### src/rtl/shift_ctrl_pkg.sv
// Shared definitions for the shift sequencer: FSM states, shift modes, directions.
// Latency: n/a (types and constants only).
// Backpressure: n/a.
package shift_ctrl_pkg;

  typedef enum logic [1:0] {
    IDLE  = 2'd0,
    SHIFT = 2'd1,
    DONE  = 2'd2
  } state_e;

  // Encoding 2'b11 is reserved and behaves as a logical shift.
  typedef enum logic [1:0] {
    MODE_LOG = 2'b00,
    MODE_ROT = 2'b01,
    MODE_ARI = 2'b10,
    MODE_RSV = 2'b11
  } mode_e;

  localparam logic DIR_LEFT  = 1'b0;
  localparam logic DIR_RIGHT = 1'b1;

endpackage

### src/rtl/shift_step.sv
// Single-position shifter: one bit of logical, rotate or arithmetic shift.
// Latency: combinational.
// Backpressure: none.
// Ports: q (current value), dir (1=right), mode (shift kind) -> q_nxt (value after one step).
module shift_step
  import shift_ctrl_pkg::*;
#(
  parameter int WIDTH = 8
) (
  input  logic [WIDTH-1:0] q,
  input  logic             dir,
  input  logic [1:0]       mode,
  output logic [WIDTH-1:0] q_nxt
);

  logic fill_r;  // bit entering at the MSB on a right shift
  logic fill_l;  // bit entering at the LSB on a left shift

  always_comb begin
    fill_r = 1'b0;
    fill_l = 1'b0;
    q_nxt  = q;
    case (mode_e'(mode))
      MODE_ROT: begin
        fill_r = q[0];
        fill_l = q[WIDTH-1];
      end
      // Arithmetic left is a plain logical left, so only the right fill changes.
      MODE_ARI: fill_r = q[WIDTH-1];
      default: begin
        fill_r = 1'b0;
        fill_l = 1'b0;
      end
    endcase
    if (dir == DIR_RIGHT) q_nxt = {fill_r, q[WIDTH-1:1]};
    else                  q_nxt = {q[WIDTH-2:0], fill_l};
  end

endmodule

### src/rtl/shift_sequencer.sv
// Sequenced multi-bit shifter: one bit position per clock under an IDLE/SHIFT/DONE FSM.
// Latency: start at edge k -> q final after edge k+N, done high in the following cycle.
// Backpressure: while busy every command input (load/start/din/dir/mode/cnt) is ignored.
// Ports: clk, rst (sync, active-high); load/din parallel load; start/dir/mode/cnt command;
//        q register contents; busy = not IDLE; done = one-cycle completion pulse.
module shift_sequencer
  import shift_ctrl_pkg::*;
#(
  parameter int               WIDTH    = 8,
  parameter int               CNT_W    = 4,
  parameter logic [WIDTH-1:0] INIT_VAL = WIDTH'(8'b01100110)
) (
  input  logic             clk,
  input  logic             rst,
  input  logic             load,
  input  logic [WIDTH-1:0] din,
  input  logic             start,
  input  logic             dir,
  input  logic [1:0]       mode,
  input  logic [CNT_W-1:0] cnt,
  output logic [WIDTH-1:0] q,
  output logic             busy,
  output logic             done
);

  // Remaining-count register must hold WIDTH itself (full logical shift-out).
  localparam int REM_W = $clog2(WIDTH + 1);

  state_e             state_q, state_d;
  logic [WIDTH-1:0]   q_q, q_d;
  logic [WIDTH-1:0]   step_q;
  logic [REM_W-1:0]   rem_q, rem_d;
  logic [REM_W-1:0]   eff_cnt;
  logic               dir_q, dir_d;
  logic [1:0]         mode_q, mode_d;

  shift_step #(.WIDTH(WIDTH)) u_step (
    .q     (q_q),
    .dir   (dir_q),
    .mode  (mode_q),
    .q_nxt (step_q)
  );

  // Shifting past WIDTH is pointless for fill modes, and rotation is periodic in WIDTH.
  always_comb begin
    eff_cnt = '0;
    if (mode_e'(mode) == MODE_ROT)  eff_cnt = REM_W'(int'(cnt) % WIDTH);
    else if (int'(cnt) > WIDTH)     eff_cnt = REM_W'(WIDTH);
    else                            eff_cnt = REM_W'(cnt);
  end

  always_comb begin
    state_d = state_q;
    q_d     = q_q;
    rem_d   = rem_q;
    dir_d   = dir_q;
    mode_d  = mode_q;
    busy    = (state_q != IDLE);
    done    = 1'b0;
    case (state_q)
      IDLE: begin
        if (load) begin
          q_d = din;
        end else if (start) begin
          dir_d   = dir;
          mode_d  = mode;
          rem_d   = eff_cnt;
          state_d = (eff_cnt == '0) ? DONE : SHIFT;
        end
      end
      SHIFT: begin
        q_d   = step_q;
        rem_d = rem_q - REM_W'(1);
        if (rem_q == REM_W'(1)) state_d = DONE;
      end
      DONE: begin
        done    = 1'b1;
        state_d = IDLE;
      end
      default: state_d = IDLE;
    endcase
  end

  always_ff @(posedge clk) begin
    if (rst) begin
      state_q <= IDLE;
      q_q     <= INIT_VAL;
      rem_q   <= '0;
      dir_q   <= DIR_LEFT;
      mode_q  <= MODE_LOG;
    end else begin
      state_q <= state_d;
      q_q     <= q_d;
      rem_q   <= rem_d;
      dir_q   <= dir_d;
      mode_q  <= mode_d;
    end
  end

  assign q = q_q;

endmodule

### config.mk
export PLATFORM = sky130hd
export DESIGN_NAME = shift_sequencer
export DESIGN_NICKNAME = d
export VERILOG_FILES = /design/src/rtl/shift_ctrl_pkg.sv /design/src/rtl/shift_step.sv /design/src/rtl/shift_sequencer.sv
export SDC_FILE = /design/constraint.sdc
export NUM_CORES = 1
export LEC_CHECK = 0
export ABC_CLOCK_PERIOD_IN_PS = 3350
export CORE_MARGIN = 5
export CORE_UTILIZATION = 40
export DETAILED_ROUTE_END_ITERATION = 8
export PLACE_DENSITY_LB_ADDON = 0.25
export SYNTH_ARGS = -nofsm -noshare
export SYNTH_HDL_FRONTEND = slang
export SYNTH_SLANG_ARGS = --single-unit
### constraint.sdc
create_clock -name clk -period 3.35 [get_ports clk]
set_input_delay 0.5025 -clock clk [delete_from_list [all_inputs] [get_ports clk]]
set_output_delay 0.5025 -clock clk [all_outputs]
set_load 0.02 [all_outputs]
Yosys cells after proc, flatten, opt, wreduce, memory -nomap -nowiden
Index checks and enable logic that the tools add are counted.

cells by class
  $add $sub $neg = 1
  magnitude comparators = 1
  eq/ne operators = 11
  mux-type cells = 16
  bitwise gates (word level) = 1
  reductions and logical operators = 9

operators with widths
  operator                                                             number
  4-bit two-way mux                                                    4
  8-bit two-way mux                                                    2
  8-bit one-hot mux with 2 select lines                                1
  3-bit AND reduction                                                  4
  2-bit two-way mux                                                    4
  2-bit != test (second input constant)                                4
  4-bit one-hot mux with 2 select lines                                1
  2-bit by 1-bit == test with 1-bit output (second input constant)     3
  2-bit == test (second input constant)                                2
  4-bit by 1-bit == test with 1-bit output (second input constant)     1
  4-bit > comparator (second input constant)                           1
  4-bit logical NOT                                                    1
  2-bit one-hot mux with 2 select lines                                1
  2-bit nonzero test                                                   2
  4-bit by 1-bit subtractor with 4-bit output (second input constant)  1
  3-bit != test (second input constant)                                1
  2-bit logical NOT                                                    1
  1-bit two-way mux                                                    2
  1-bit one-hot mux with 2 select lines                                1
  2-bit AND reduction                                                  1
  1-bit NOT                                                            1

word-level totals
  flip-flop bits (word level) = 17
  bits of input ports = 19
  output and inout port bits = 10
  logic and storage cells = 45

Longest topological paths before layout
Gate-level depths: netlist of the first run.

  word-level depth = 8
  gate-level depth with buffers = 6
  depth with buffers taken out = 5

Modules after synthesis
A second synthesis of the first run with hierarchy kept.

second synthesis, totals
  cell total of the unflattened synthesis = 123
  area, all modules = 998.5 um^2

by module, submodules not included
  module           instances  cells an instance  area each (um^2)  seq. area each (um^2)
  shift_sequencer  1          105                828.3             340.3
  shift_step       1          18                 170.2             0.0

Least setup slack after synthesis of the first run
No wires, ideal clock.

  path kind = input to register
  start point = in mode[0]
  end point = reg state_q[1]
  library setup time = 103 ps
  arrival time = 1349 ps
  data required time = 3247 ps
  setup slack = 1898 ps
  stages = 4
  path buffers = 0
  cell sequence = inv_1 > o21ai_0 > nand3_1 > a2111oi_2

on the way
  cells in the longest elaborated chain, start to end = 7

ends and longest elaborated chain
  element                                   line                   source
  from (decl)                               shift_sequencer.sv:19  input logic [1:0] mode,
  2-bit by 1-bit == test with 1-bit output  shift_sequencer.sv:47  if (mode_e'(mode) == MODE_ROT) eff_cnt = REM_W'(int'(cnt) % WIDTH);
  4-bit two-way mux                         shift_sequencer.sv:47
  4-bit logical NOT                         shift_sequencer.sv:68  state_d = (eff_cnt == '0) ? DONE : SHIFT;
  2-bit two-way mux                         shift_sequencer.sv:68
  2-bit two-way mux                         shift_sequencer.sv:64  end else if (start) begin
  2-bit two-way mux                         shift_sequencer.sv:62  if (load) begin
  2-bit one-hot mux with 2 select lines     shift_sequencer.sv:60  case (state_q)
  to (signal assigned)                      shift_sequencer.sv:92  state_q <= state_d;
  to (decl)                                 shift_sequencer.sv:29  state_e state_q, state_d;

No other way between the ends. The select of a mux whose other input is x is not followed.
A chain may end at the register's enable or synchronous reset.

Worst setup path after layout of the first run
  start point = reg state_q[1]
  end point = out done

on the way
  cells in the longest elaborated chain, start to end = 2

ends and longest elaborated chain
  element            line                   source
  2-bit == test      shift_sequencer.sv:60
  1-bit two-way mux  shift_sequencer.sv:60
  to (decl)          shift_sequencer.sv:23  output logic done

No other way between the ends.

==> results.sh, run 1 <==
export IMPL_status="finished clean"
export IMPL_netlist_area_um2=997.2
export IMPL_synth_top_area_cell="dfxtp_1"
export IMPL_grt_ovfl_total=0
export IMPL_grt_first_pass_wirelength_mm=3.960
export IMPL_power_frac_seq_pct=48.4
export IMPL_critPathMaxFanout=13
export IMPL_ys_flop_type="dfxtp_1"
export IMPL_layout_nets=166
export IMPL_design_area_um2=1301
export IMPL_start_util_pct=41.00
export IMPL_drtIter0Drc=14
export IMPL_crit_path_start_kind="register"
export IMPL_die_x_um=59.93
export IMPL_post_synth_top_count_cell="dfxtp_1"
export IMPL_crit_required_ns=2.85
export IMPL_ctsHoldBuffers=0
export IMPL_fillers=248
export IMPL_final_period_utilization_pct=66.10
export IMPL_max_stage_delay_ns=0.64
export IMPL_placedCellCount=170
export IMPL_maxCapViolations=0
export IMPL_dpl_hpwl_mm=1.806
export IMPL_drc=0
export IMPL_avgSynthCellArea_um2=8.310
export IMPL_synth_distinct_cells=34
export IMPL_clock_latency_ns=0.29
export IMPL_crit_arrival_ns=1.71
export IMPL_wl_per_cell_um=13.90
export IMPL_post_cts_setup_buffers=0
export IMPL_grt_max_degree=20
export IMPL_hold_class="register to register"
export IMPL_antenna_found_initial=0
export IMPL_cts_buffers=3
export IMPL_crit_chain="and2b_1 > clkdlybuf4s50_1"
export IMPL_tightest_slew_ns=0.9794
export IMPL_synth_area_top_cells="dfxtp_1, mux2i_1, o21ai_0, nor2_1, a21oi_1"
export IMPL_cts_root_buffer="clkbuf_4"
export IMPL_pwr_share_comb_pct=29.0
export IMPL_cts_sinks=17
export IMPL_postRouteWirelength_mm=2.418
export IMPL_vias=931
export IMPL_h_tree_depth=1
export IMPL_yosysSeqAreaShare_pct=34.13
export IMPL_die_h_um=59.93
export IMPL_rows=18
export IMPL_pin_count=29
export IMPL_cts_clk_slew_worst_paths_ns=0.10
export IMPL_grt_usage_pct=14.43
export IMPL_cts_buffer_depth=2
export IMPL_setup_viol=0
export IMPL_relSlewSlack_pct=34.57
export IMPL_hold_ws_ns=0.4981
export IMPL_place_area_um2=1274
export IMPL_drive_gt1_share_pct=9.028
export IMPL_fmaxAchievable_mhz=451.6
export IMPL_synth_net_count=141
export IMPL_coreArea_um2=2432
export IMPL_synthToLayoutAreaGrowth_pct=30.49
export IMPL_slowest_stage="dfxtp_1"
export IMPL_cts_tree="built"
export IMPL_ys_top_cells_by_count="dfxtp_1, nor2_1, o21ai_0"
export IMPL_fin_crit_ns=2.214
export IMPL_place_gp_congestion=0.8314
export IMPL_hold_depth=2
export IMPL_power_leakage_uw=0.0004697
export IMPL_critical_path_class="register to output pin"
export IMPL_synth_top_area_share_pct=34.13
export IMPL_viasPerCell=5.351
export IMPL_final_max_slew_viol_count=0
export IMPL_finalSetupTns_ns=0
export IMPL_end_kind="output pin"
export IMPL_rr_worst_depth=3
export IMPL_netlist_instances=120
export IMPL_final_hold_viol_count=0
export IMPL_first_pass_iters=4
export IMPL_p_sw_share_pct=31.99
export IMPL_diodes=0
export IMPL_drtAntennaViolNets=0
export IMPL_yosysWarningCount=0
export IMPL_p_switching_uw=160.2
export IMPL_cts_resized_gates=0
export IMPL_p_per_area_nw_per_um2=384.9
export IMPL_fin_skew_ns=0.006565
export IMPL_die_area_um2=3592
export IMPL_numPortBuffers=28
export IMPL_grt_pass1_vias=896
export IMPL_async_flop_share_pct=0
export IMPL_ir_drop_v=0.0002260
export IMPL_fin_cells=174
export IMPL_p_int_uw=340.6
export IMPL_synth_edf_count=0
export IMPL_rsz0062_at_grt="no"
export IMPL_ys_ff_latch=17
export IMPL_p_clk_share_pct=22.6
[metrics by stage]
step                total power [uW]  setup WS (ns)  util, %
finish                         500.8          1.136    53.50
global route                   536.1          1.002    53.50
CTS                            507.6          1.116    53.50
detailed placement             393.0          1.206    52.37
global placement               389.9          1.205    52.37
floorplan                      333.2          1.898        -
[power by group through the flow]
stage	registers [uW]	logic, uW	clock network [uW]
global route	246	159	131
global placement	246	144	0
finish	243	145	113
detailed placement	247	146	0
floorplan	249	83.8	0
CTS	242	146	119
[state kept, by name, summed over array words and instances (netlist names)]
signal	cells
state_q	2
mode_q	2
q	8
rem_q	4
dir_q	1
[final timing paths]
check,start,endpoint,slack [ns]
setup / recovery,state_q[1],done,1.14
hold / removal,rem_q[1],rem_q[1],0.50
setup reg to reg,state_q[0],state_q[1],1.30
hold reg to reg,rem_q[1],rem_q[1],0.50
[cell usage in the layout, fill, tap and decap left out, drive strengths merged, types with 3 or more instances in the layout]
master         synthesis  layout
clkdlybuf4s50          0      28
dfxtp                 17      17
nor2                  15      15
o21ai                 12      12
a21oi                  9       9
mux2i                  8       8
nand2                  8       8
inv                    5       5
nor3                   5       5
nor2b                  3       3
a31oi                  3       3
clkbuf                 4       3
nand2b                 3       3
[routing by layer]
layer | GRT usage (%) | vias up | share of wire (%)
met3 | 4.320 | 2 | 7.2
met4 | 4.747 | 0 | 0.41
met5 | 0 | - | 0
li1 | - | 478 | -
met1 | 18.73 | 424 | 47
met2 | 22.69 | 27 | 46
[critical path: cells and delay by family, from the launching register on]
| kind | cells | cell delay, ns |
|---|---|---|
| buffers and inverters | 1 | 0.60 |
| DFF | 1 | 0.64 |
| and+or+nand+nor | 1 | 0.19 |
[cells by family (layout without fill, tap and decap cells)]
family	Yosys count	count (layout)	synth area share [%]
flip-flops	17	17	34.13
buffers and inverters	13	37	6.022
AND/OR/NAND/NOR	43	43	23.84
multiplexers	10	10	10.29
AO/OA/AOI/OAI	34	34	22.34
XOR/XNOR	1	1	0.8785
adder cells (fa/ha/maj)	2	2	2.509
[layout make-up]
class                           count  area, um2  share of cell area, %
Clock buffer                        3      22.52                  1.731
Clock inverter                      1      5.005                 0.3846
Tap cell                           30      37.54                  2.885
Inverter                            5      18.77                  1.442
Multi-Input combinational cell     90      596.8                  45.87
Sequential cell                    17      340.3                  26.15
Timing Repair Buffer               28      280.3                  21.54
Note: power is estimated with default switching activity, not from simulation.
==> run 2: changes to the inputs <==
- ABC_CLOCK_PERIOD_IN_PS: 3350 -> 1800
- clock period: 3.35 -> 1.8 ns (I/O delays scaled with it)
==> run 2 against run 1 <==
Against the previous run: setup slack got worse by 0.94 ns; via count rose by 4.4%; clock-buffer cell count did not move; final cell count rose by 5.2%; first-iteration DRC count rose by 71%; design area rose by 6.7%; critical path depth fell by 1; register-to-register slack got worse by 1.0 ns; utilization rose by 3.6 points; die area did not move; sequential power rose by 84%; total power rose by 90%; critical path type unchanged; largest power group unchanged; highest routed layer unchanged.
==> results.sh, run 2 (synthesis gave the netlist of run 1 again) <==
export IMPL_clock_latency_ns=0.29
export IMPL_final_max_slew_viol_count=0
export IMPL_fin_cells=183
export IMPL_diodes=0
export IMPL_critPathMaxFanout=4
export IMPL_final_cell_mix="clkdlybuf4s50_1, nor2_1, dfxtp_1"
export IMPL_cts_buffer_depth=2
export IMPL_ctsHoldBuffers=0
export IMPL_tightest_slew_ns=0.4445
export IMPL_end_kind="output pin"
export IMPL_finalSetupTns_ns=0
export IMPL_final_common_cell="clkdlybuf4s50_1"
export IMPL_power_leakage_uw=0.0005535
export IMPL_fillers=230
export IMPL_vias=972
export IMPL_cts_clk_slew_worst_paths_ns=0.10
export IMPL_hold_ws_ns=0.4919
export IMPL_place_gp_congestion=0.8592
export IMPL_post_cts_setup_buffers=0
export IMPL_first_pass_iters=4
export IMPL_cts_sinks=17
export IMPL_pin_count=29
export IMPL_rows=18
export IMPL_drc=0
export IMPL_setup_viol=0
export IMPL_coreArea_um2=2432
export IMPL_largest_register_ffs=8
export IMPL_grt_usage_pct=14.61
export IMPL_drtAntennaViolNets=0
export IMPL_drive_gt1_share_pct=15.69
export IMPL_h_tree_depth=1
export IMPL_postRouteWirelength_mm=2.442
export IMPL_crit_required_ns=1.53
export IMPL_drtIter0Drc=24
export IMPL_final_hold_viol_count=0
export IMPL_r2r_slack_ns=0.30
export IMPL_grt_pass1_vias=929
export IMPL_relSlewSlack_pct=70.27
export IMPL_final_period_utilization_pct=89.25
export IMPL_place_area_um2=1354
export IMPL_max_stage_delay_ns=0.63
export IMPL_placedCellCount=179
export IMPL_cts_tree="built"
export IMPL_die_area_um2=3592
export IMPL_layout_nets=175
export IMPL_crit_path_start_kind="register"
export IMPL_cts_root_buffer="clkbuf_4"
export IMPL_design_area_um2=1389
export IMPL_crit_arrival_ns=1.34
export IMPL_synthToLayoutAreaGrowth_pct=39.27
export IMPL_fmaxAchievable_mhz=622.5
export IMPL_slowest_stage="clkdlybuf4s50_1"
export IMPL_critical_path_class="register to output pin"
export IMPL_die_x_um=59.93
export IMPL_rsz0062_at_grt="no"
export IMPL_die_h_um=59.93
export IMPL_maxCapViolations=0
export IMPL_post_route_util_pct=57.10
export IMPL_antenna_found_initial=0
export IMPL_fin_crit_ns=1.606
export IMPL_grt_first_pass_wirelength_mm=3.974
export IMPL_dpl_hpwl_mm=1.949
export IMPL_p_per_area_nw_per_um2=683.5
export IMPL_cts_buffers=3
export IMPL_start_util_pct=41.00
export IMPL_grt_max_degree=17
export IMPL_cp_num_buf_inv=1
export IMPL_numPortBuffers=28
export IMPL_fin_skew_ns=0.0006735
export IMPL_hold_class="register to register"
export IMPL_wl_per_cell_um=13.34
export IMPL_viasPerCell=5.311
export IMPL_critPathTopFamily="buffers and inverters"
export IMPL_crit_chain="clkdlybuf4s50_1"
export IMPL_grt_ovfl_total=0
export IMPL_ir_drop_v=0.0005392
export IMPL_status="finished clean"
[run 2: layout make-up]
cell class	instances	area, um2	area share, %
clock buffers	3	22.52	1.622
clock inverters	1	5.005	0.3604
inverters	5	18.77	1.351
multi-input cells	90	596.8	42.97
flip-flops and latches	17	342.8	24.68
well taps	30	37.54	2.703
repair buffers	37	365.4	26.31
[run 2: layer usage]
metal,track usage (%),wire length [um],vias to the layer above
met5,0,0,-
met4,4.430,21,0
met3,5.184,221,2
met2,22.84,1128,30
met1,18.73,1071,442
li1,-,-,498
[run 2: final timing paths]
check	depth (start not counted)	end	start
hold reg to reg	2	rem_q[1]	rem_q[1]
setup reg to reg	5	rem_q[0]	state_q[0]
hold / removal	2	rem_q[1]	rem_q[1]
setup / recovery	1	q[3]	q[3]
[run 2: power breakdown]
group / switching [uW] / internal [uW] / leakage (uW)
sequential: 38.1 / 410 / 0.000141
combinational: 137 / 160 / 0.000395
clock: 122 / 82.7 / 0.0000177
[run 2: metrics by stage]
| step | power [uW] | worst slack (ns) |
|---|---|---|
| global placement | 746.8 | 0.04823 |
| floorplan | 620.2 | 0.4234 |
| finish | 949.3 | 0.1936 |
| global route | 1006 | 0.1492 |
| detailed placement | 753.2 | 0.008389 |
| CTS | 961.5 | 0.008789 |
[run 2: timing repair]
item	in CTS	in global routing
endpoints found under the setup margin	2	2
hold endpoints to repair	0	0
resized for setup	2	2
==> run 3: changes to the inputs <==
- CORE_UTILIZATION: 40 -> 42
- SKIP_LAST_GASP: not set -> 1
==> run 3 against run 2 <==
Against the previous run: design area shrank 1.2%; sequential share of layout area grew 0.20 points; routed wire length down 2.7%; sequential power hardly changed; register-to-register slack improved by 0.06 ns; clock power about the same; via count up 2.2%; critical endpoint is now q[6]; largest cell class unchanged.
==> results.sh, run 3 (synthesis gave the netlist of run 1 again) <==
export IMPL_relSlewSlack_pct=78.19
export IMPL_hp_start="rem_q[1]"
export IMPL_end_kind="output pin"
export IMPL_fillers=207
export IMPL_cts_tree="built"
export IMPL_drtIter0Drc=8
export IMPL_pre_cts_slack_ns=-0.01995
export IMPL_final_common_cell="clkdlybuf4s50_1"
export IMPL_die_x_um=58.73
export IMPL_rows=17
export IMPL_crit_path_start_kind="register"
export IMPL_diodes=0
export IMPL_grt_usage_pct=14.66
export IMPL_drive_gt1_share_pct=15.03
export IMPL_wl_per_cell_um=13.13
export IMPL_cp_num_buf_inv=1
export IMPL_tightest_slew_ns=0.3258
export IMPL_drtAntennaViolNets=0
export IMPL_setup_viol=0
export IMPL_final_max_slew_viol_count=0
export IMPL_final_period_utilization_pct=88.67
export IMPL_post_route_util_pct=61.46
export IMPL_status="finished clean"
export IMPL_cts_buffer_depth=2
export IMPL_clock_latency_ns=0.29
export IMPL_multiInputGateArea_um2=596.8
export IMPL_critPathMaxFanout=4
export IMPL_grt_pass1_vias=896
export IMPL_cts_root_buffer="clkbuf_4"
export IMPL_crit_required_ns=1.53
export IMPL_slowest_stage="clkdlybuf4s50_1"
export IMPL_ir_drop_v=0.0004198
export IMPL_hold_class="register to register"
export IMPL_setup_slack_ns=0.2039
export IMPL_cts_clk_slew_worst_paths_ns=0.11
export IMPL_hold_ws_ns=0.5086
export IMPL_die_h_um=58.73
export IMPL_largest_register_ffs=8
export IMPL_vias=993
export IMPL_drc=0
export IMPL_finalSetupTns_ns=0
export IMPL_ctsHoldBuffers=0
export IMPL_rr_startpoint="state_q[0]"
export IMPL_fin_skew_ns=0.01364
export IMPL_antenna_found_initial=0
export IMPL_max_stage_delay_ns=0.63
export IMPL_numPortBuffers=28
export IMPL_maxCapViolations=0
export IMPL_synthToLayoutAreaGrowth_pct=37.64
export IMPL_seqCellArea_um2=341.6
export IMPL_design_area_um2=1373
export IMPL_layout_nets=175
export IMPL_coreArea_um2=2233
export IMPL_cts_buffers=3
export IMPL_die_area_um2=3449
export IMPL_h_tree_depth=1
export IMPL_start_util_pct=44.65
export IMPL_place_gp_congestion=0.8309
export IMPL_final_hold_viol_count=0
export IMPL_grt_first_pass_wirelength_mm=4.029
export IMPL_setup_worst_path_start="q[6]"
export IMPL_viasPerCell=5.486
export IMPL_rsz0062_at_grt="no"
export IMPL_place_area_um2=1339
export IMPL_fmaxAchievable_mhz=626.5
export IMPL_dpl_hpwl_mm=1.853
export IMPL_crit_chain="clkdlybuf4s50_1"
export IMPL_power_leakage_uw=0.0005509
export IMPL_grt_ovfl_total=0
export IMPL_postRouteWirelength_mm=2.377
export IMPL_cts_sinks=17
export IMPL_crit_arrival_ns=1.33
export IMPL_critPathTopFamily="buffers and inverters"
export IMPL_pin_count=29
export IMPL_grt_max_degree=20
export IMPL_fin_crit_ns=1.596
export IMPL_first_pass_iters=4
export IMPL_critical_path_class="register to output pin"
export IMPL_p_per_area_nw_per_um2=685.0
export IMPL_final_cell_mix="clkdlybuf4s50_1, dfxtp_1, nor2_1"
[run 3: cell counts in the layout (fill, tap and decap cells not counted)]
Identical to the previous run, type by type.
[run 3: per-stage QoR]
step	power (uW)	instances
3_5_place_dp	744.3	177
2_1_floorplan	620.2	120
6_report	940.2	181
3_3_place_gp	739.8	177
5_1_grt	996.8	181
4_1_cts	948.2	181
[run 3: report_power, final]
part           switching [uW]  leakage [uW]  internal (uW)
sequential               37.1      0.000141            410
clock                     121     0.0000177           82.4
combinational             135      0.000393            155
[run 3: per-layer routing]
metal,track usage [%],wire (um),vias up
met5,0,0,-
met4,3.883,19,0
met3,2.193,179,4
met2,22.24,1044,36
met1,21.42,1133,456
li1,-,-,497
[run 3: cell type report]
type                    instances  share of cell area [%]
repair buffers                 37                   25.71
well taps                      28                   2.552
clock inverters                 1                  0.3646
flip-flops and latches         17                   24.89
clock buffers                   3                   1.641
multi-input cells              90                   43.48
inverters                       5                   1.367
[run 3: path summary, 6_finish.rpt]
check / to / slack, ns / cells after the start
max: q[6] / 0.20 / 1
max reg2reg: mode_q[1] / 0.36 / 5
min reg2reg: rem_q[1] / 0.51 / 2
min: rem_q[1] / 0.51 / 2
[run 3: repair_timing]
item,CTS,global route
endpoints found under the setup margin,2,2
buffers inserted,0,0
resized for setup,1,2
